## src/rtl/gam_winner_search_engine_if.sv

```systemverilog
// GAM winner search memory bus: weight and threshold read ports.
// master = search engine (strobe/addr out, data in), slave = memories.
interface gam_winner_search_engine_if #(
  parameter int DIM     = 8,
  parameter int DATA_W  = 8,
  parameter int NODE_AW = 6,
  parameter int DIST_W  = 2*DATA_W+$clog2(DIM)
);
  logic                  w_rd_en;
  logic [NODE_AW-1:0]    w_rd_addr;
  logic [DIM*DATA_W-1:0] w_rd_data;
  logic                  th_rd_en;
  logic [NODE_AW-1:0]    th_rd_addr;
  logic [DIST_W-1:0]     th_rd_data;

  modport master (
    output w_rd_en, w_rd_addr, th_rd_en, th_rd_addr,
    input  w_rd_data, th_rd_data
  );

  modport slave (
    input  w_rd_en, w_rd_addr, th_rd_en, th_rd_addr,
    output w_rd_data, th_rd_data
  );
endinterface

```

## src/rtl/gam_winner_search_engine.sv

```systemverilog
// GAM nearest-two-node search: streams a class through a squared-ED unit,
// tracks min1/min2, then checks min1 against its threshold.
// Ports: clk, rst_n, start, x_in, node_count -> busy, done, results;
// mem (master) carries the weight and threshold read buses.
module gam_winner_search_engine #(
  parameter int DIM      = 8,
  parameter int DATA_W   = 8,
  parameter int NODE_MAX = 64,
  parameter int NODE_AW  = 6,
  parameter int RD_LAT   = 1,
  parameter int DIST_W   = 2*DATA_W+$clog2(DIM)
) (
  input  logic                  clk,
  input  logic                  rst_n,
  input  logic                  start,
  input  logic [DIM*DATA_W-1:0] x_in,
  input  logic [NODE_AW:0]      node_count,
  output logic                  busy,
  output logic                  done,
  gam_winner_search_engine_if.master mem,
  output logic [NODE_AW-1:0]    min1_node,
  output logic [NODE_AW-1:0]    min2_node,
  output logic [DIST_W-1:0]     min1_dist,
  output logic [DIST_W-1:0]     min2_dist,
  output logic                  min1_valid,
  output logic                  min2_valid,
  output logic                  new_node
);

  typedef enum logic [2:0] {
    S_IDLE,
    S_FETCH,
    S_DRAIN,
    S_TH,
    S_DECIDE,
    S_DONE
  } state_t;

  state_t                state;
  logic [DIM*DATA_W-1:0] x_q;
  logic [NODE_AW:0]      n_q;
  logic [NODE_AW:0]      n_sat;
  logic                  w_en;
  logic [NODE_AW-1:0]    w_addr;
  logic                  th_en;
  logic [RD_LAT-1:0]     rd_vld;
  logic                  dist_vld;
  logic [DIST_W-1:0]     dist_q;
  logic [DIST_W-1:0]     dist_d;
  logic [NODE_AW-1:0]    k_idx;
  logic [1:0]            wait_cnt;
  logic                  last_addr;

  logic [DATA_W-1:0]     xe;
  logic [DATA_W-1:0]     we;
  logic [DATA_W-1:0]     ad;
  logic [2*DATA_W-1:0]   sq;

  assign mem.w_rd_en    = w_en;
  assign mem.w_rd_addr  = w_addr;
  assign mem.th_rd_en   = th_en;
  assign mem.th_rd_addr = min1_node;

  assign n_sat = (node_count > (NODE_AW+1)'(NODE_MAX))
               ? (NODE_AW+1)'(NODE_MAX) : node_count;

  assign last_addr = ({1'b0, w_addr} + 1'b1) == n_q;

  // |x-w|^2 equals the signed (DATA_W+1)-bit difference squared,
  // and keeps the product unsigned and exactly 2*DATA_W wide.
  always_comb begin
    dist_d = '0;
    xe     = '0;
    we     = '0;
    ad     = '0;
    sq     = '0;
    for (int i = 0; i < DIM; i++) begin
      xe = x_q[i*DATA_W +: DATA_W];
      we = mem.w_rd_data[i*DATA_W +: DATA_W];
      ad = (xe >= we) ? (xe - we) : (we - xe);
      sq = {{DATA_W{1'b0}}, ad} * {{DATA_W{1'b0}}, ad};
      dist_d = dist_d + DIST_W'(sq);
    end
  end

  always_ff @(posedge clk or negedge rst_n) begin
    if (!rst_n) begin
      state      <= S_IDLE;
      x_q        <= '0;
      n_q        <= '0;
      w_en       <= 1'b0;
      w_addr     <= '0;
      th_en      <= 1'b0;
      rd_vld     <= '0;
      dist_vld   <= 1'b0;
      dist_q     <= '0;
      k_idx      <= '0;
      wait_cnt   <= '0;
      busy       <= 1'b0;
      done       <= 1'b0;
      min1_node  <= '0;
      min2_node  <= '0;
      min1_dist  <= '1;
      min2_dist  <= '1;
      min1_valid <= 1'b0;
      min2_valid <= 1'b0;
      new_node   <= 1'b0;
    end else begin
      // read-return tracking: one bit per in-flight weight read
      rd_vld[0] <= w_en;
      for (int i = 1; i < RD_LAT; i++) begin
        rd_vld[i] <= rd_vld[i-1];
      end
      dist_vld <= rd_vld[RD_LAT-1];
      if (rd_vld[RD_LAT-1]) begin
        dist_q <= dist_d;
      end

      // reads issue 0..N-1 in order, so a counter names each distance
      if (dist_vld) begin
        k_idx <= k_idx + 1'b1;
        if (dist_q < min1_dist) begin
          min2_node  <= min1_node;
          min2_dist  <= min1_dist;
          min2_valid <= min1_valid;
          min1_node  <= k_idx;
          min1_dist  <= dist_q;
          min1_valid <= 1'b1;
        end else if (dist_q < min2_dist) begin
          min2_node  <= k_idx;
          min2_dist  <= dist_q;
          min2_valid <= 1'b1;
        end
      end

      unique case (state)
        S_IDLE: begin
          if (start) begin
            x_q        <= x_in;
            n_q        <= n_sat;
            k_idx      <= '0;
            min1_node  <= '0;
            min2_node  <= '0;
            min1_dist  <= '1;
            min2_dist  <= '1;
            min1_valid <= 1'b0;
            min2_valid <= 1'b0;
            busy       <= 1'b1;
            if (n_sat == '0) begin
              new_node <= 1'b1;
              done     <= 1'b1;
              state    <= S_DONE;
            end else begin
              new_node <= 1'b0;
              w_en     <= 1'b1;
              w_addr   <= '0;
              state    <= S_FETCH;
            end
          end
        end
        S_FETCH: begin
          if (last_addr) begin
            w_en  <= 1'b0;
            state <= S_DRAIN;
          end else begin
            w_addr <= w_addr + 1'b1;
          end
        end
        S_DRAIN: begin
          // last distance lands in min regs on this edge
          if (dist_vld && !(|rd_vld)) begin
            th_en    <= 1'b1;
            wait_cnt <= '0;
            state    <= S_TH;
          end
        end
        S_TH: begin
          th_en <= 1'b0;
          if (wait_cnt == 2'(RD_LAT-1)) begin
            state <= S_DECIDE;
          end else begin
            wait_cnt <= wait_cnt + 1'b1;
          end
        end
        S_DECIDE: begin
          new_node <= min1_dist > mem.th_rd_data;
          done     <= 1'b1;
          state    <= S_DONE;
        end
        S_DONE: begin
          done  <= 1'b0;
          busy  <= 1'b0;
          state <= S_IDLE;
        end
        default: begin
          state <= S_IDLE;
        end
      endcase
    end
  end

endmodule

```

## src/flat_wrapper.sv

```systemverilog
// flat-port wrapper written by rule: the top's interface ports become plain ports
module gam_winner_search_engine_flat 
#(
  parameter int DIM      = 8,
  parameter int DATA_W   = 8,
  parameter int NODE_MAX = 64,
  parameter int NODE_AW  = 6,
  parameter int RD_LAT   = 1,
  parameter int DIST_W   = 2*DATA_W+$clog2(DIM)
)
  (clk, rst_n, start, x_in, node_count, busy, done, min1_node, min2_node, min1_dist, min2_dist, min1_valid, min2_valid, new_node, mem_w_rd_en, mem_w_rd_addr, mem_th_rd_en, mem_th_rd_addr, mem_w_rd_data, mem_th_rd_data);
  gam_winner_search_engine_if #(.DIM(DIM), .DATA_W(DATA_W), .NODE_AW(NODE_AW), .DIST_W(DIST_W)) mem_i ();
  input  logic clk;
  input  logic rst_n;
  input  logic start;
  input  logic [DIM*DATA_W-1:0] x_in;
  input  logic [NODE_AW:0] node_count;
  output logic busy;
  output logic done;
  output logic [NODE_AW-1:0] min1_node;
  output logic [NODE_AW-1:0] min2_node;
  output logic [DIST_W-1:0] min1_dist;
  output logic [DIST_W-1:0] min2_dist;
  output logic min1_valid;
  output logic min2_valid;
  output logic new_node;
  output wire logic [$bits(mem_i.w_rd_en)-1:0] mem_w_rd_en;
  output wire logic [$bits(mem_i.w_rd_addr)-1:0] mem_w_rd_addr;
  output wire logic [$bits(mem_i.th_rd_en)-1:0] mem_th_rd_en;
  output wire logic [$bits(mem_i.th_rd_addr)-1:0] mem_th_rd_addr;
  input wire logic [$bits(mem_i.w_rd_data)-1:0] mem_w_rd_data;
  input wire logic [$bits(mem_i.th_rd_data)-1:0] mem_th_rd_data;
  assign mem_w_rd_en = mem_i.w_rd_en;
  assign mem_w_rd_addr = mem_i.w_rd_addr;
  assign mem_th_rd_en = mem_i.th_rd_en;
  assign mem_th_rd_addr = mem_i.th_rd_addr;
  assign mem_i.w_rd_data = mem_w_rd_data;
  assign mem_i.th_rd_data = mem_th_rd_data;
  gam_winner_search_engine #(.DIM(DIM), .DATA_W(DATA_W), .NODE_MAX(NODE_MAX), .NODE_AW(NODE_AW), .RD_LAT(RD_LAT), .DIST_W(DIST_W)) u_core (.clk(clk), .rst_n(rst_n), .start(start), .x_in(x_in), .node_count(node_count), .busy(busy), .done(done), .mem(mem_i), .min1_node(min1_node), .min2_node(min2_node), .min1_dist(min1_dist), .min2_dist(min2_dist), .min1_valid(min1_valid), .min2_valid(min2_valid), .new_node(new_node));
endmodule
```

## config.mk

```make
export PLATFORM = sky130hd
export DESIGN_NAME = gam_winner_search_engine_flat
export DESIGN_NICKNAME = d
export VERILOG_FILES = /design/src/rtl/gam_winner_search_engine_if.sv /design/src/rtl/gam_winner_search_engine.sv /design/src/flat_wrapper.sv
export SDC_FILE = /design/constraint.sdc
export NUM_CORES = 2
export LEC_CHECK = 0
export BUFFER_PORTS_ARGS = -buffer_cell sky130_fd_sc_hd__buf_2
export CAP_MARGIN = 25
export CORE_MARGIN = 3
export CORE_UTILIZATION = 60
export DETAILED_ROUTE_END_ITERATION = 8
export PLACE_DENSITY = 0.89
export SLEW_MARGIN = 20
export SYNTH_ARGS = -nofsm -noshare
export SYNTH_HDL_FRONTEND = slang
export SYNTH_SLANG_ARGS = --single-unit
```

## constraint.sdc

```tcl
create_clock -name clk -period 23.9 [get_ports clk]
set_input_delay 5.975 -clock clk [delete_from_list [all_inputs] [get_ports clk]]
set_output_delay 5.975 -clock clk [all_outputs]
set_load 0.01 [all_outputs]
```

After elaboration in Yosys (flattened, before gate mapping)
Cells that the tools add are included.
{ "op_classes": {"addsub": 27, "mul": 8, "magnitude_cmp": 12, "n_eq_ne": 14, "mux": 66, "n_reduce_logical": 19} }
{ "ops": {"columns": ["op", "count"], "rows": [
  ["$mux W19", 9],
  ["$mul A8 B8 Y16", 8],
  ["$sub A8 B8 Y8", 16],
  ["$add A19 B16 Y19", 6],
  ["$mux W6", 15],
  ["$ge A8 B8 Y1", 8],
  ["$mux W8", 8],
  ["$lt A19 B19 Y1", 2],
  ["$gt A19 B19 Y1", 1],
  ["$mux W1", 18],
  ["$add A16 B16 Y17", 1],
  ["$mux W3", 5],
  ["$pmux W3 S5", 1],
  ["$add A6 B1 Y6 const B", 2],
  ["$pmux W6 S2", 1],
  ["$reduce_and A4 Y1", 3],
  ["$ne A2 B1 Y1 const B", 4],
  ["$ne A2 B2 Y1 const B", 4],
  ["$pmux W1 S2", 4],
  ["$reduce_and A2 Y1", 4],
  ["$reduce_bool A2 Y1", 4],
  ["$add A6 B1 Y7 const B", 1],
  ["$eq A7 B7 Y1", 1],
  ["$gt A7 B7 Y1 const B", 1],
  ["other kinds (15)", 19]
]} }
{ "word_totals": {"reg_bits": 166, "out_inout_bits": 69, "wordCells": 166} }

Depth between registers and ports, before layout
{ "logic_depth": {"word_depth": 10, "mapped_depth": 53, "mapped_depth_nobuf": 53} }

Worst setup path before layout
No wires, ideal clock.
{ "synth_path": {"kind": "in2reg", "startpoint": "in mem_w_rd_data[8]", "endpoint": "reg u_core.dist_q[15]", "arrival_time_ps": 17748, "required_time_ps": 23767, "path_slack_ps": 6019, "stages": 43, "path_buffers": 0, "path_cell_list": "inv_1 -> ha_1 -> and4_4 -> or3_4 -> o21ai_4 -> a21oi_4 -> o311a_1 -> a221o_1 -> xnor2_4 -> nor2_1 -> fa_1 -> fa_1 -> fa_1 -> fa_1 -> fa_1 -> inv_1 -> fa_1 -> inv_1 -> [... 7 more ...] -> fa_1 -> fa_1 -> inv_1 -> fa_1 -> fa_1 -> inv_1 -> fa_1 -> inv_1 -> fa_1 -> inv_1 -> ha_1 -> o21a_1 -> a2111oi_0 -> nor3_1 -> a2111oi_0 -> nor2_1 -> xnor2_1 -> a21oi_1"} }
{ "synth_between": {"elab_chain_len": 10, "word_cells_on_any_way": 12, "cone_classes": "9 x add/sub; 1 x mul; 1 x order compare; 1 x mux"} }
{ "synth_lines": {"columns": ["item", "line_no", "text"], "rows": [
  ["start, declared", "flat_wrapper.sv:31", "input wire logic [$bits(mem_i.w_rd_data)-1:0] mem_w_rd_data;"],
  ["$sub A8 B8 Y8 or $ge A8 B8 Y1 (tied branches)", "gam_winner_search_engine.sv:80", "ad = (xe >= we) ? (xe - we) : (we - xe);"],
  ["$mux W8 (*)", "gam_winner_search_engine.sv:80", null],
  ["$mul A8 B8 Y16 (*)", "gam_winner_search_engine.sv:81", "sq = {{DATA_W{1'b0}}, ad} * {{DATA_W{1'b0}}, ad};"],
  ["$add A16 B16 Y17 (*)", "gam_winner_search_engine.sv:82", "dist_d = dist_d + DIST_W'(sq);"],
  ["$add A19 B16 Y19 (*) (6 in a row)", "gam_winner_search_engine.sv:82", null],
  ["end signal, assigned", "gam_winner_search_engine.sv:116", "dist_q <= dist_d;"],
  ["end, declared", "gam_winner_search_engine.sv:48", "logic [DIST_W-1:0] dist_q;"]
]} }
Every way passes the cells marked *; elsewhere a longest branch is shown, timed or not.
A chain may end at the register's enable or synchronous reset.

Final worst setup path
{ "layout_path": {"startpoint": "in mem_w_rd_data[0]", "endpoint": "reg u_core.dist_q[13]"} }
The elaborated chain is that of the path after synthesis.

==> summary.md <==
| Metric | Value |
|---|---|
| CTS tree | `built` |
| Detail Route Antenna Nets | `0` |
| CP required | `24.33 ns` |
| Pins Over Slew Limit | `0` |
| Most used cell, CP | `fa_1` |
| EDFF count, synth | `0` |
| Clk sinks | `166` |
| Die Ht | `221 um` |
| Post-DP Area | `29600 um2` |
| Setup WS pre-CTS | `5.14 ns` |
| Hold Fails Final Rpt | `0` |
| HP Start | `u_core.mem.w_rd_en$_DFFE_PN0P_` |
| Sequential-to-total area share from yosys stat | `15.1%` |
| Buffers on Ports | `225` |
| Status | `complete, no violations` |
| DP Wirelength | `55.6 mm` |
| Root buf cell | `clkbuf_16` |
| CP top delay family | `adder cells` |
| Num CTS Buffers | `17` |
| Final setup viols | `0` |
| Slack of the critical path | `5.55 ns` |
| Std-Cell Rows | `78` |
| Worst-margin pin slew | `0.972 ns` |
| Initial Util | `61.1%` |
| Cells after Synth | `3104` |
| Fillers | `3425` |
| Overflow after GRT | `0` |
| Postcts setup bufs | `0` |
| # resized after CTS | `0` |
| Post-Syn Area | `27900 um2` |
| Core ar. | `45600 um2` |
| Crit Path Max Fanout | `11` |
| Seq. cell area | `4200 um2` |
| Synth area leader | `fa_1` |
| Worst-path clk slew | `0.09 ns` |
| Number of synthesized register bits | `166` |
| Critical path arrival | `18.79 ns` |
| Synth async-reset ratio | `100%` |
| CP endpoint kind | `flip-flop` |
| Initial antenna violation count | `3` |
| Setup crit start | `mem_w_rd_data[0]` |
| First-pass GRT wire length | `113 mm` |
| Crit-path max cell delay | `0.55 ns` |
| Multi-input gate area | `20500 um2` |
| Synth Area per Inst | `8.97 um2` |
| Worst path slowest cell | `fa_1` |
| DR iter-0 viols | `1634` |
| Hold-fix buffers, CTS | `0` |
| Netlist cell types | `79` |
| Setup CP Type | `input pin to flip-flop` |
| Synth top area cells | `fa_1 29%, ha_1 17%, dfrtp_1 11%` |
| CTS Buffer Depth | `2` |
| Largest net degree at the start of global routing | `81` |
| Chip Width | `221 um` |
| Synth-to-Final Area Change | `8.71%` |
| GRT Util Overall | `28.3%` |
| Worst slew margin | `34.7%` |
| Mapped Nets | `4031` |
| DRC | `0` |
| Fin crit share | `76.8%` |
| Hold crit path type | `flip-flop to flip-flop` |
| Top_reg_cell synth | `dfrtp_1` |
| Period minus WS final | `18.35 ns` |
| FMAX | `54.5 MHz` |
| Via-to-Cell Ratio | `5.63` |
| H-tree Lvls | `4` |
| Final net count | `4225` |
| Setup tns final | `0 ns` |
| Final estimated routing congestion in global placement | `0.961` |
| Post-route cell area | `30300 um2` |
| Buf/Inv on CP | `14` |
| Layout cell share with drive strength beyond 1 | `11.9%` |
| Die area | `49000 um2` |
| Max Cap Viol | `0` |
| Area share of the largest cell type after synthesis | `28.8%` |
| RSZ-0062 raised after global routing | `false` |
| Vias in the first global route | `23395` |
| # IOs | `226` |
| Worst-Skew Late Latency | `0.50 ns` |
| DR vias | `22008` |
| Clk_skew | `0.0257 ns` |
| Wire per inst | `17.4 um` |
| Drt pass-1 iters | `5` |
| Reg2reg start | `u_core.x_q[0]$_DFFE_PN0P_` |
| Synth Warn # | `0` |
| CP startpoint kind | `input pin` |
| Final wirelength | `67.9 mm` |
metrics by stage:
step	utilization, %	hold WS, ns	instances
floorplan	-	0.352	3104
global placement	64.9	0.420	3876
detailed placement	64.9	0.430	3876
CTS	66.3	0.456	3908
global route	66.4	0.463	3912
finish	66.4	0.454	3912
logic make-up after synthesis:
family	after synthesis	synth area share [%]
buf+inv	832	11.3
fa+ha+maj	770	45.4
xor+xnor	99	3.37
compound gates	480	11.4
simple gates	710	11.8
mux	47	1.70
flops	166	15.1
cells in the mapped netlist (37+ instances only):
cell type / count
nand2_1: 206
a21oi_1: 94
xor2_1: 39
xnor2_1: 52
o21ai_0: 128
mux2i_1: 44
inv_1: 759
clkbuf_1: 53
dfrtp_1: 128
nand2b_1: 37
nand3_1: 37
nor2_1: 251
or2_2: 37
a21o_1: 50
ha_1: 369
dfstp_2: 38
fa_1: 401
layout by cell type, fill, tap and decap left out, types with 94 or more instances in the layout:
master,count
dfrtp_1,128
a21oi_1,94
o21ai_0,128
ha_1,369
nand2_1,205
nor2_1,251
buf_2,224
inv_1,759
fa_1,401
layout make-up:
| type | instances | area share, % |
|---|---|---|
| antenna | 1 | 0.00826 |
| tap | 600 | 2.48 |
| sequential | 166 | 13.9 |
| clock buffer | 17 | 1.40 |
| clock inverter | 15 | 0.657 |
| multi-input combinational | 2106 | 67.8 |
| inverter | 760 | 9.42 |
| timing repair buffer | 247 | 4.35 |
metal layers:
layer  global-route usage, %  routed length [um]  vias up
met2                    49.5               34800      799
met4                    11.3                2560        0
met1                    34.6               26300    10858
met5                       0                   0        -
li1                        -                   -    10177
met3                    5.55                4270      174
worst paths after layout:
check,cells after the start,endpoint,slack [ns]
hold reg to reg,0,u_core.rd_vld$_DFF_PN0_,0.45
hold / removal,0,u_core.rd_vld$_DFF_PN0_,0.45
max in group asynchronous,4,u_core.min1_dist[2]$_DFF_PN1_,16.82
setup reg to reg,48,u_core.dist_q[13]$_DFFE_PN0P_,10.67
setup / recovery,47,u_core.dist_q[13]$_DFFE_PN0P_,5.55
min in group asynchronous,1,u_core.x_q[25]$_DFFE_PN0P_,5.40
sequential cells by signal, indices dropped and copies added (netlist names), 2 cells and up:
name and count:
u_core.x_q 64, u_core.dist_q 19, u_core.min1_dist 19, u_core.min2_dist 19, u_core.n_q 7, u_core.k_idx 6
u_core.mem.th_rd_addr 6, u_core.mem.w_rd_addr 6, u_core.min2_node 6, u_core.state 3, u_core.wait_cnt 2
worst reg2reg max path: cells and delay by family (launching register included):
| family | cells | cell delay (ns) |
|---|---|---|
| buf+inv | 12 | 0.68 |
| flops | 1 | 0.40 |
| compound gates | 11 | 1.95 |
| fa+ha+maj | 18 | 8.10 |
| mux | 1 | 0.13 |
| simple gates | 4 | 1.12 |
| xor+xnor | 2 | 0.78 |
Power is not shown: default switching activity piles up to over one toggle a cycle in this logic, so the estimate is an artifact.
